### src/rtl/fetch_stage_if.sv
// Instruction-memory request bus for the fetch stage.
//   imem_req    : fetch request valid (driven by fetch stage)
//   imem_addr   : word-aligned fetch address (driven by fetch stage)
//   imem_ready  : rdata valid this cycle (driven by memory)
//   imem_rdata  : fetched instruction word (driven by memory)
// master = fetch stage side, slave = instruction memory side.
interface fetch_stage_if;
  logic        imem_req;
  logic [31:0] imem_addr;
  logic        imem_ready;
  logic [31:0] imem_rdata;

  modport master (
    output imem_req,
    output imem_addr,
    input  imem_ready,
    input  imem_rdata
  );

  modport slave (
    input  imem_req,
    input  imem_addr,
    output imem_ready,
    output imem_rdata
  );
endinterface

### src/rtl/fetch_stage.sv
// Instruction-fetch stage feeding the IF/ID pipeline register.
// Owns the PC, requests instruction words over a req/ready bus, holds one
// returned instruction while decode is stalled, and discards the in-flight
// wrong-path fetch after a redirect.
// Ports:
//   clk, rst_n           : clock, synchronous active-low reset
//   stall                : hazard unit holds IF/ID
//   redirect             : downstream branch/jump taken (flush)
//   redirect_target      : new PC on redirect (low two bits ignored)
//   imem                 : instruction memory bus (master side)
//   ifid_wrenable        : IF/ID write enable
//   ifid_instruction     : IF/ID instruction input
//   ifid_pc              : IF/ID PC input (fetched address + 4, 0 for bubbles)
module fetch_stage #(
  parameter logic [31:0] RESET_PC  = 32'h0000_0000,
  parameter logic [31:0] NOP_INSTR = 32'h0000_0000
) (
  input  logic               clk,
  input  logic               rst_n,
  input  logic               stall,
  input  logic               redirect,
  input  logic [31:0]        redirect_target,
  fetch_stage_if.master      imem,
  output logic               ifid_wrenable,
  output logic [31:0]        ifid_instruction,
  output logic [31:0]        ifid_pc
);

  // FETCH: normal operation. DROP: waiting out a wrong-path request.
  typedef enum logic [0:0] {FETCH = 1'b0, DROP = 1'b1} state_t;

  state_t      state_r, state_s;
  logic [31:0] pc_r, pc_s;
  logic [31:0] drop_addr_r, drop_addr_s;
  logic        buf_valid_r, buf_valid_s;
  logic [31:0] buf_instr_r, buf_instr_s;
  logic [31:0] buf_pc_r, buf_pc_s;

  logic        req_s;
  logic        accept_s;
  logic [31:0] addr_s;
  logic [31:0] pc_plus4_s;

  // Request generation: in DROP the abandoned address is re-presented until
  // memory completes it; in FETCH we stop requesting only when the buffer
  // is already occupied and decode cannot take anything.
  always_comb begin
    pc_plus4_s = pc_r + 32'd4;
    case (state_r)
      DROP: begin
        addr_s = drop_addr_r;
        req_s  = rst_n;
      end
      FETCH: begin
        addr_s = pc_r;
        req_s  = rst_n & (!buf_valid_r | !stall);
      end
      default: begin
        addr_s = pc_r;
        req_s  = 1'b0;
      end
    endcase
    accept_s = req_s & imem.imem_ready & (state_r == FETCH);
  end

  assign imem.imem_req  = req_s;
  assign imem.imem_addr = addr_s;

  // IF/ID drive: reset and redirect force a written bubble; stall blocks the
  // write; otherwise the buffer has priority over fresh memory data.
  always_comb begin
    ifid_wrenable    = 1'b1;
    ifid_instruction = NOP_INSTR;
    ifid_pc          = 32'h0000_0000;
    if (!rst_n || redirect) begin
      ifid_wrenable = 1'b1;
    end else if (stall) begin
      ifid_wrenable = 1'b0;
    end else if (buf_valid_r) begin
      ifid_instruction = buf_instr_r;
      ifid_pc          = buf_pc_r;
    end else if (accept_s) begin
      ifid_instruction = imem.imem_rdata;
      ifid_pc          = pc_plus4_s;
    end else begin
      ifid_instruction = NOP_INSTR;
    end
  end

  // Next-state logic for PC, FSM and the one-entry buffer.
  always_comb begin
    state_s     = state_r;
    pc_s        = pc_r;
    drop_addr_s = drop_addr_r;
    buf_valid_s = buf_valid_r;
    buf_instr_s = buf_instr_r;
    buf_pc_s    = buf_pc_r;
    if (redirect) begin
      pc_s        = {redirect_target[31:2], 2'b00};
      buf_valid_s = 1'b0;
      // Memory still owes us a word for the current request: remember its
      // address so the request stays stable until it completes. In DROP this
      // keeps drop_addr unchanged.
      if (req_s && !imem.imem_ready) begin
        drop_addr_s = addr_s;
        state_s     = DROP;
      end else begin
        state_s = FETCH;
      end
    end else if (state_r == DROP) begin
      if (imem.imem_ready) begin
        state_s = FETCH;
      end else begin
        state_s = DROP;
      end
    end else begin
      if (accept_s) begin
        pc_s = pc_plus4_s;
      end else begin
        pc_s = pc_r;
      end
      if (stall) begin
        // req is low when the buffer is full, so accept implies empty buffer
        if (accept_s) begin
          buf_valid_s = 1'b1;
          buf_instr_s = imem.imem_rdata;
          buf_pc_s    = pc_plus4_s;
        end else begin
          buf_valid_s = buf_valid_r;
        end
      end else if (buf_valid_r) begin
        // Buffer drains to IF/ID; a same-cycle accept takes its place.
        if (accept_s) begin
          buf_valid_s = 1'b1;
          buf_instr_s = imem.imem_rdata;
          buf_pc_s    = pc_plus4_s;
        end else begin
          buf_valid_s = 1'b0;
        end
      end else begin
        buf_valid_s = 1'b0;
      end
    end
  end

  // State registers with synchronous reset.
  always_ff @(posedge clk) begin
    if (!rst_n) begin
      state_r     <= FETCH;
      pc_r        <= RESET_PC;
      drop_addr_r <= 32'h0000_0000;
      buf_valid_r <= 1'b0;
      buf_instr_r <= 32'h0000_0000;
      buf_pc_r    <= 32'h0000_0000;
    end else begin
      state_r     <= state_s;
      pc_r        <= pc_s;
      drop_addr_r <= drop_addr_s;
      buf_valid_r <= buf_valid_s;
      buf_instr_r <= buf_instr_s;
      buf_pc_r    <= buf_pc_s;
    end
  end

endmodule

### src/flat_wrapper.sv
// flat-port wrapper written by rule: the top's interface ports become plain ports
module fetch_stage_flat 
#(
  parameter logic [31:0] RESET_PC  = 32'h0000_0000,
  parameter logic [31:0] NOP_INSTR = 32'h0000_0000
)
  (clk, rst_n, stall, redirect, redirect_target, ifid_wrenable, ifid_instruction, ifid_pc, imem_imem_req, imem_imem_addr, imem_imem_ready, imem_imem_rdata);
  fetch_stage_if imem_i ();
  input  logic clk;
  input  logic rst_n;
  input  logic stall;
  input  logic redirect;
  input  logic [31:0] redirect_target;
  output logic ifid_wrenable;
  output logic [31:0] ifid_instruction;
  output logic [31:0] ifid_pc;
  output wire logic [$bits(imem_i.imem_req)-1:0] imem_imem_req;
  output wire logic [$bits(imem_i.imem_addr)-1:0] imem_imem_addr;
  input wire logic [$bits(imem_i.imem_ready)-1:0] imem_imem_ready;
  input wire logic [$bits(imem_i.imem_rdata)-1:0] imem_imem_rdata;
  assign imem_imem_req = imem_i.imem_req;
  assign imem_imem_addr = imem_i.imem_addr;
  assign imem_i.imem_ready = imem_imem_ready;
  assign imem_i.imem_rdata = imem_imem_rdata;
  fetch_stage #(.RESET_PC(RESET_PC), .NOP_INSTR(NOP_INSTR)) u_core (.clk(clk), .rst_n(rst_n), .stall(stall), .redirect(redirect), .redirect_target(redirect_target), .imem(imem_i), .ifid_wrenable(ifid_wrenable), .ifid_instruction(ifid_instruction), .ifid_pc(ifid_pc));
endmodule
### config.mk
export PLATFORM = sky130hd
export DESIGN_NAME = fetch_stage_flat
export DESIGN_NICKNAME = d
export VERILOG_FILES = /design/src/rtl/fetch_stage_if.sv /design/src/rtl/fetch_stage.sv /design/src/flat_wrapper.sv
export SDC_FILE = /design/constraint.sdc
export NUM_CORES = 1
export LEC_CHECK = 0
export ABC_AREA = 1
export ABC_CLOCK_PERIOD_IN_PS = 2000
export CORE_MARGIN = 4
export CORE_UTILIZATION = 25
export CTS_CLUSTER_DIAMETER = 40
export DETAILED_ROUTE_END_ITERATION = 8
export PLACE_DENSITY_LB_ADDON = 0.12
export SLEW_MARGIN = 20
export SYNTH_ARGS = -nofsm -noshare
export SYNTH_HDL_FRONTEND = slang
export SYNTH_SLANG_ARGS = --single-unit
### constraint.sdc
create_clock -name clk -period 2 [get_ports clk]
set_clock_uncertainty 0.15 [all_clocks]
set_input_delay 0.3 -clock clk [delete_from_list [all_inputs] [get_ports clk]]
set_output_delay 0.3 -clock clk [all_outputs]
set_load 0.05 [all_outputs]
## Yosys cells after proc, flatten, opt, wreduce, memory -nomap -nowiden

Cells that the tools add are included.

| operators by class | value |
|---|---|
| $add $sub $neg | 1 |
| eq/ne operators | 2 |
| muxes and demuxes | 29 |
| bitwise gates (word level) | 7 |
| reductions and logical operators | 14 |

Operators with widths:

| operator | count |
|---|---|
| 32-bit two-way mux | 17 |
| 32-bit case mux with 2 select lines | 1 |
| 32-bit by 3-bit adder with 32-bit output, second input constant | 1 |
| 1-bit two-way mux | 10 |
| 2-bit AND reduction | 4 |
| 1-bit logical NOT | 4 |
| 2-bit nonzero test | 2 |
| 1-bit AND | 3 |
| 1-bit inverter | 3 |
| 3-bit AND reduction | 1 |
| 2-bit by 1-bit != test with 1-bit output, second input constant | 1 |
| 2-bit != test, second input constant | 1 |
| 1-bit case mux with 2 select lines | 1 |
| 2-bit OR reduction | 1 |
| 1-bit logical AND | 1 |
| 1-bit logical OR | 1 |
| 1-bit bitwise OR | 1 |

| word-level totals | value |
|---|---|
| bits in registers | 130 |
| input bits | 69 |
| output and inout port bits | 98 |
| logic and storage cells | 60 |

## Logic depth before layout (Yosys ltp)

| depth | value |
|---|---|
| depth in word-level cells | 10 |
| gate-level depth with buffers | 12 |

## Worst setup path after synthesis

OpenSTA, ideal clock, no wires.

| timing | value |
|---|---|
| kind | input to output |
| start | input rst_n |
| end | output ifid_pc[3] |
| arrival time | 2.267 ns |
| required time | 1.550 ns |
| setup slack | -0.717 ns |
| cell stages on the path | 8 |
| buffers on the path | 2 |
| cells stage by stage | buf_4 > inv_4 > nor2_4 > inv_2 > nor2_2 > buf_2 > inv_1 > a211oi_1 |

| between the ends | value |
|---|---|
| cells in the longest elaborated chain, start to end | 8 |
| elaborated cells on any way between the ends | 10 |

Ends and longest elaborated chain:

| item | line | text |
|---|---|---|
| start, declared | flat_wrapper.sv:10 | `input logic rst_n;` |
| 1-bit AND | fetch_stage.sv:56 | `req_s = rst_n & (!buf_valid_r \| !stall);` |
| 1-bit case mux with 2 select lines | fetch_stage.sv:49 | `case (state_r)` |
| 1-bit AND (2 in a row) | fetch_stage.sv:63 | `accept_s = req_s & imem.imem_ready & (state_r == FETCH);` |
| 32-bit two-way mux | fetch_stage.sv:82 | `end else if (accept_s) begin` |
| 32-bit two-way mux | fetch_stage.sv:79 | `end else if (buf_valid_r) begin` |
| 32-bit two-way mux | fetch_stage.sv:77 | `end else if (stall) begin` |
| 32-bit two-way mux (*) | fetch_stage.sv:75 | `if (!rst_n \|\| redirect) begin` |
| end, declared | flat_wrapper.sv:16 | `output logic [31:0] ifid_pc;` |

Every way passes the cells marked *; elsewhere a longest branch is shown, timed or not.

## Worst setup path in the final report

| timing | value |
|---|---|
| start | register u_core.pc_r[3] |
| end | output ifid_pc[18] |

| between the ends | value |
|---|---|
| cells in the longest elaborated chain, start to end | 5 |

Ends and longest elaborated chain:

| item | line | text |
|---|---|---|
| start, declared | fetch_stage.sv:33 | `logic [31:0] pc_r, pc_s;` |
| start signal, assigned | fetch_stage.sv:157 | `pc_r <= pc_s;` |
| 32-bit by 3-bit adder with 32-bit output | fetch_stage.sv:48 | `pc_plus4_s = pc_r + 32'd4;` |
| 32-bit two-way mux | fetch_stage.sv:82 |  |
| 32-bit two-way mux | fetch_stage.sv:79 |  |
| 32-bit two-way mux | fetch_stage.sv:77 |  |
| 32-bit two-way mux | fetch_stage.sv:75 |  |

Every way passes these cells.

==> flow_summary.yaml <==
clock_tree:
  clock_path_buffers: 2
  insertion_delay_ns: 0.43
  cts-hold-fix-buffers: 0
  numCtsBuffers: 17
  path_clk_slew_ns: 0.06
  tritoncts: "yes"
  clockRootBuffer: "clkbuf_16"
  htreeDepth: 4
  cts.sinks: 126
die:
  io-pin-count: 167
  core_area_sq_mm: 0.02703
  rows: 60
  die_h_microns: 174.0
  die_area_sq_mm: 0.03029
  initial_core_util_pct: 25.50
  die_width_microns: 174.0
setup_path:
  slowest_stage: "dfxtp_4"
  required_ns: 1.55
  crit_path_cell_trace: "ha_4, nand2_4, nor2_4, nand2_4, nor2_4, xor2_2, nand2_2, a21oi_4, buf_12"
  reg2reg_depth: 17
  cp-startpoint: "u_core.pc_r[3]"
  start_kind: "flip-flop"
  critPathMaxStageDelay_ns: 0.38
  crit_path_max_fanout: 4
  rr_endpoint: "u_core.buf_pc_r[27]"
  reg2reg_slack_ns: -0.32
  cp.arrival_ns: 2.14
  rr_startpoint: "u_core.pc_r[22]"
  crit_type: "reg -> out"
  cp-end-kind: "primary output"
logic_synthesis:
  async_reset_ff_share_pct: 0
  ys_types: 30
  syn_inst: 1099
  netlist_area_sq_mm: 0.006892
  avgSynthCellArea_sq_um: 6.271
  synth_mux_area_share_pct: 0
  synth_compound_area_share_pct: 21.82
  synth_top_family_by_area: "simple AND/OR/NAND/NOR gates"
  synth_seq_cells: 126
  synth_edf_count: 0
  yosys.area_share.xor_xnor_pct: 1.906
  synth-seq-area-share_pct: 36.60
  synth_simple_gate_area_share_pct: 29.70
  yosysWarnings: 0
  synthAdderAreaFrac_pct: 0.1816
  synthFlopType: "dfxtp_1"
placement:
  io_buffer_count: 162
  dp_cells: 1673
  placed_cell_area_sq_mm: 0.01143
  dp_hpwl_microns: 18930
  gp_congestion: 0.8565
cells_and_area:
  area_delta_synth_final_pct: 112.7
  nNetsFinal: 1510
  drive_gt1_share_pct: 48.31
  final_util_pct: 54.25
  fillers: 2499
  finalInstanceArea_sq_mm: 0.01466
  instances_no_fill: 1795
pwr:
  power.density_mw_per_mm2: 514.3
  power_w: 0.007541
  peakVddDrop_v: 0.0003261
  p_leak_nw: 5.754
detailed_routing:
  final_antenna_net_count: 0
  first_pass_iters: 5
  drt-total-wl_microns: 29740
  drt_iter0_drc: 349
  wl_per_cell_microns: 16.57
  vias_per_cell: 4.636
  vias: 8322
  route.detailed.drc: 0
sta:
  finalHoldWorstSlack_ns: 0.1976
  fin_crit_sh_pct: 129.4
  slew_headroom_pct: 34.89
  layout_min_cycle_time_ns: 2.589
  tightestPinTransition_ns: 0.9767
  timing.fmax_ghz: 0.3863
  hold_viol_final: 0
  final.setup.worst_slack_ns: -0.5886
  setup_viol: 105
  drv_slew: 0
  rsz0062_at_grt: "true"
outcome:
  status: "complete, but fails checks"
  violations: "negative setup slack"
hold_path:
  min_path_cells: 3
  holdCritPathClass: "in -> reg"
  hold_start: "imem_imem_ready"
  min_to: "u_core.state_r"
grt:
  grt-ovfl-total: 0
  grt_pass1_wl_microns: 44670
  antenna_found_initial: 1
  grt_max_degree: 60
  grt_pass1_vias: 7951
  grt_usage_pct: 18.34
flow_run:
  drv_cap: 0
==> state kept, by name (all words and copies together), names as in the netlist <==
signal	count
u_core.drop_addr_r	32
u_core.buf_valid_r	1
u_core.buf_pc_r	30
u_core.state_r	1
u_core.pc_r	30
u_core.buf_instr_r	32
==> cell usage after synthesis (all sizes together) (4+ instances only) <==
| master | count | area share (%) |
|---|---|---|
| nor2 | 154 | 9.2 |
| a21oi | 101 | 7.3 |
| inv | 76 | 4.2 |
| nand2 | 322 | 18 |
| a31oi | 4 | 0.36 |
| o21ai | 184 | 13 |
| o21a | 4 | 0.44 |
| clkbuf | 37 | 2.0 |
| buf | 37 | 3.5 |
| and2 | 4 | 0.36 |
| dfxtp | 126 | 37 |
| xor2 | 14 | 1.8 |
| nand3 | 29 | 2.4 |
==> kinds of logic after synthesis <==
group | after synthesis
simple gates | 510
compound gates | 296
buf+inv | 150
flops | 126
xor+xnor | 15
fa+ha+maj | 1
other cells | 1
==> worst max path at each step <==
stage,depth (start not counted),endpoint,slack (ns)
4_1_cts,9,ifid_pc[16],-0.61
3_3_place_gp,8,u_core.pc_r[23],-0.42
5_1_grt,9,ifid_pc[18],-0.67
2_1_floorplan,8,ifid_pc[3],-0.24
6_report,9,ifid_pc[18],-0.59
3_5_place_dp,9,ifid_pc[6],-0.42
==> cells in the final DEF (no fill, tap or decap), types with 10 or more instances in the layout <==
cell type	netlist	layout
buf_4	11	164
nor2_2	8	19
clkdlybuf4s50_1	0	62
nand2_2	2	43
nand2_4	0	49
o21ai_1	15	23
o21ai_2	0	58
nor2_1	141	105
nand3_2	2	10
inv_1	69	65
buf_12	0	112
o21ai_4	0	14
nand3_1	26	11
nor2_4	5	30
nand2_1	320	230
a21oi_1	101	44
o21ai_0	169	89
buf_6	6	29
dfxtp_1	126	109
a21oi_4	0	55
clkbuf_16	0	28
==> per-stage QoR <==
step | setup slack [ns] | setup TNS (ns)
after floorplan | -0.2387 | -11.12
after global placement | -0.4243 | -56.43
after detailed placement | -0.4163 | -55.07
after CTS | -0.6143 | -27.54
after global routing | -0.6652 | -33.99
final | -0.5886 | -24.48
==> timing repair <==
item                       in CTS  in global routing
pin swaps                      80                114
buffers inserted               46                 30
setup endpoints to repair      83                157
cloned                          7                 14
resized for setup             220                279
==> final cells by class <==
| cell class | instances | area, sq um | share of cell area [%] |
|---|---|---|---|
| Timing Repair inverter | 1 | 11.26 | 0.07680 |
| Sequential cell | 126 | 2566 | 17.50 |
| Inverter | 76 | 319.1 | 2.176 |
| Timing Repair Buffer | 394 | 5030 | 34.31 |
| Clock inverter | 15 | 136.4 | 0.9302 |
| Multi-Input combinational cell | 824 | 5744 | 39.18 |
| Antenna cell | 1 | 2.502 | 0.01707 |
| Clock buffer | 17 | 425.4 | 2.902 |
| Tap cell | 341 | 426.7 | 2.910 |
==> worst max-delay path: cells and delay by family, from the launching register on <==
family	cells	cell delay (ns)
AND/OR/NAND/NOR	5	0.61
flip-flops	1	0.38
XOR/XNOR	1	0.25
AO/OA/AOI/OAI	1	0.17
adder cells (fa/ha/maj)	1	0.15
buffers and inverters	1	0.15
==> where the power goes <==
part	internal, W	switching [W]	total [W]
combinational	0.000848	0.000992	0.00184
sequential	0.00260	0.0000739	0.00267
clock	0.00172	0.00131	0.00303
total	0.00517	0.00237	0.00754
==> routing by layer <==
metal  part of all wire, %  up-vias  track usage [%]
li1                      -     4228                -
met1                    46     3867            25.36
met2                    46      199            27.84
met3                   6.7       28            5.633
met4                   1.4        0            4.784
met5                     0        -                0
(Power assumes the default switching activity.)
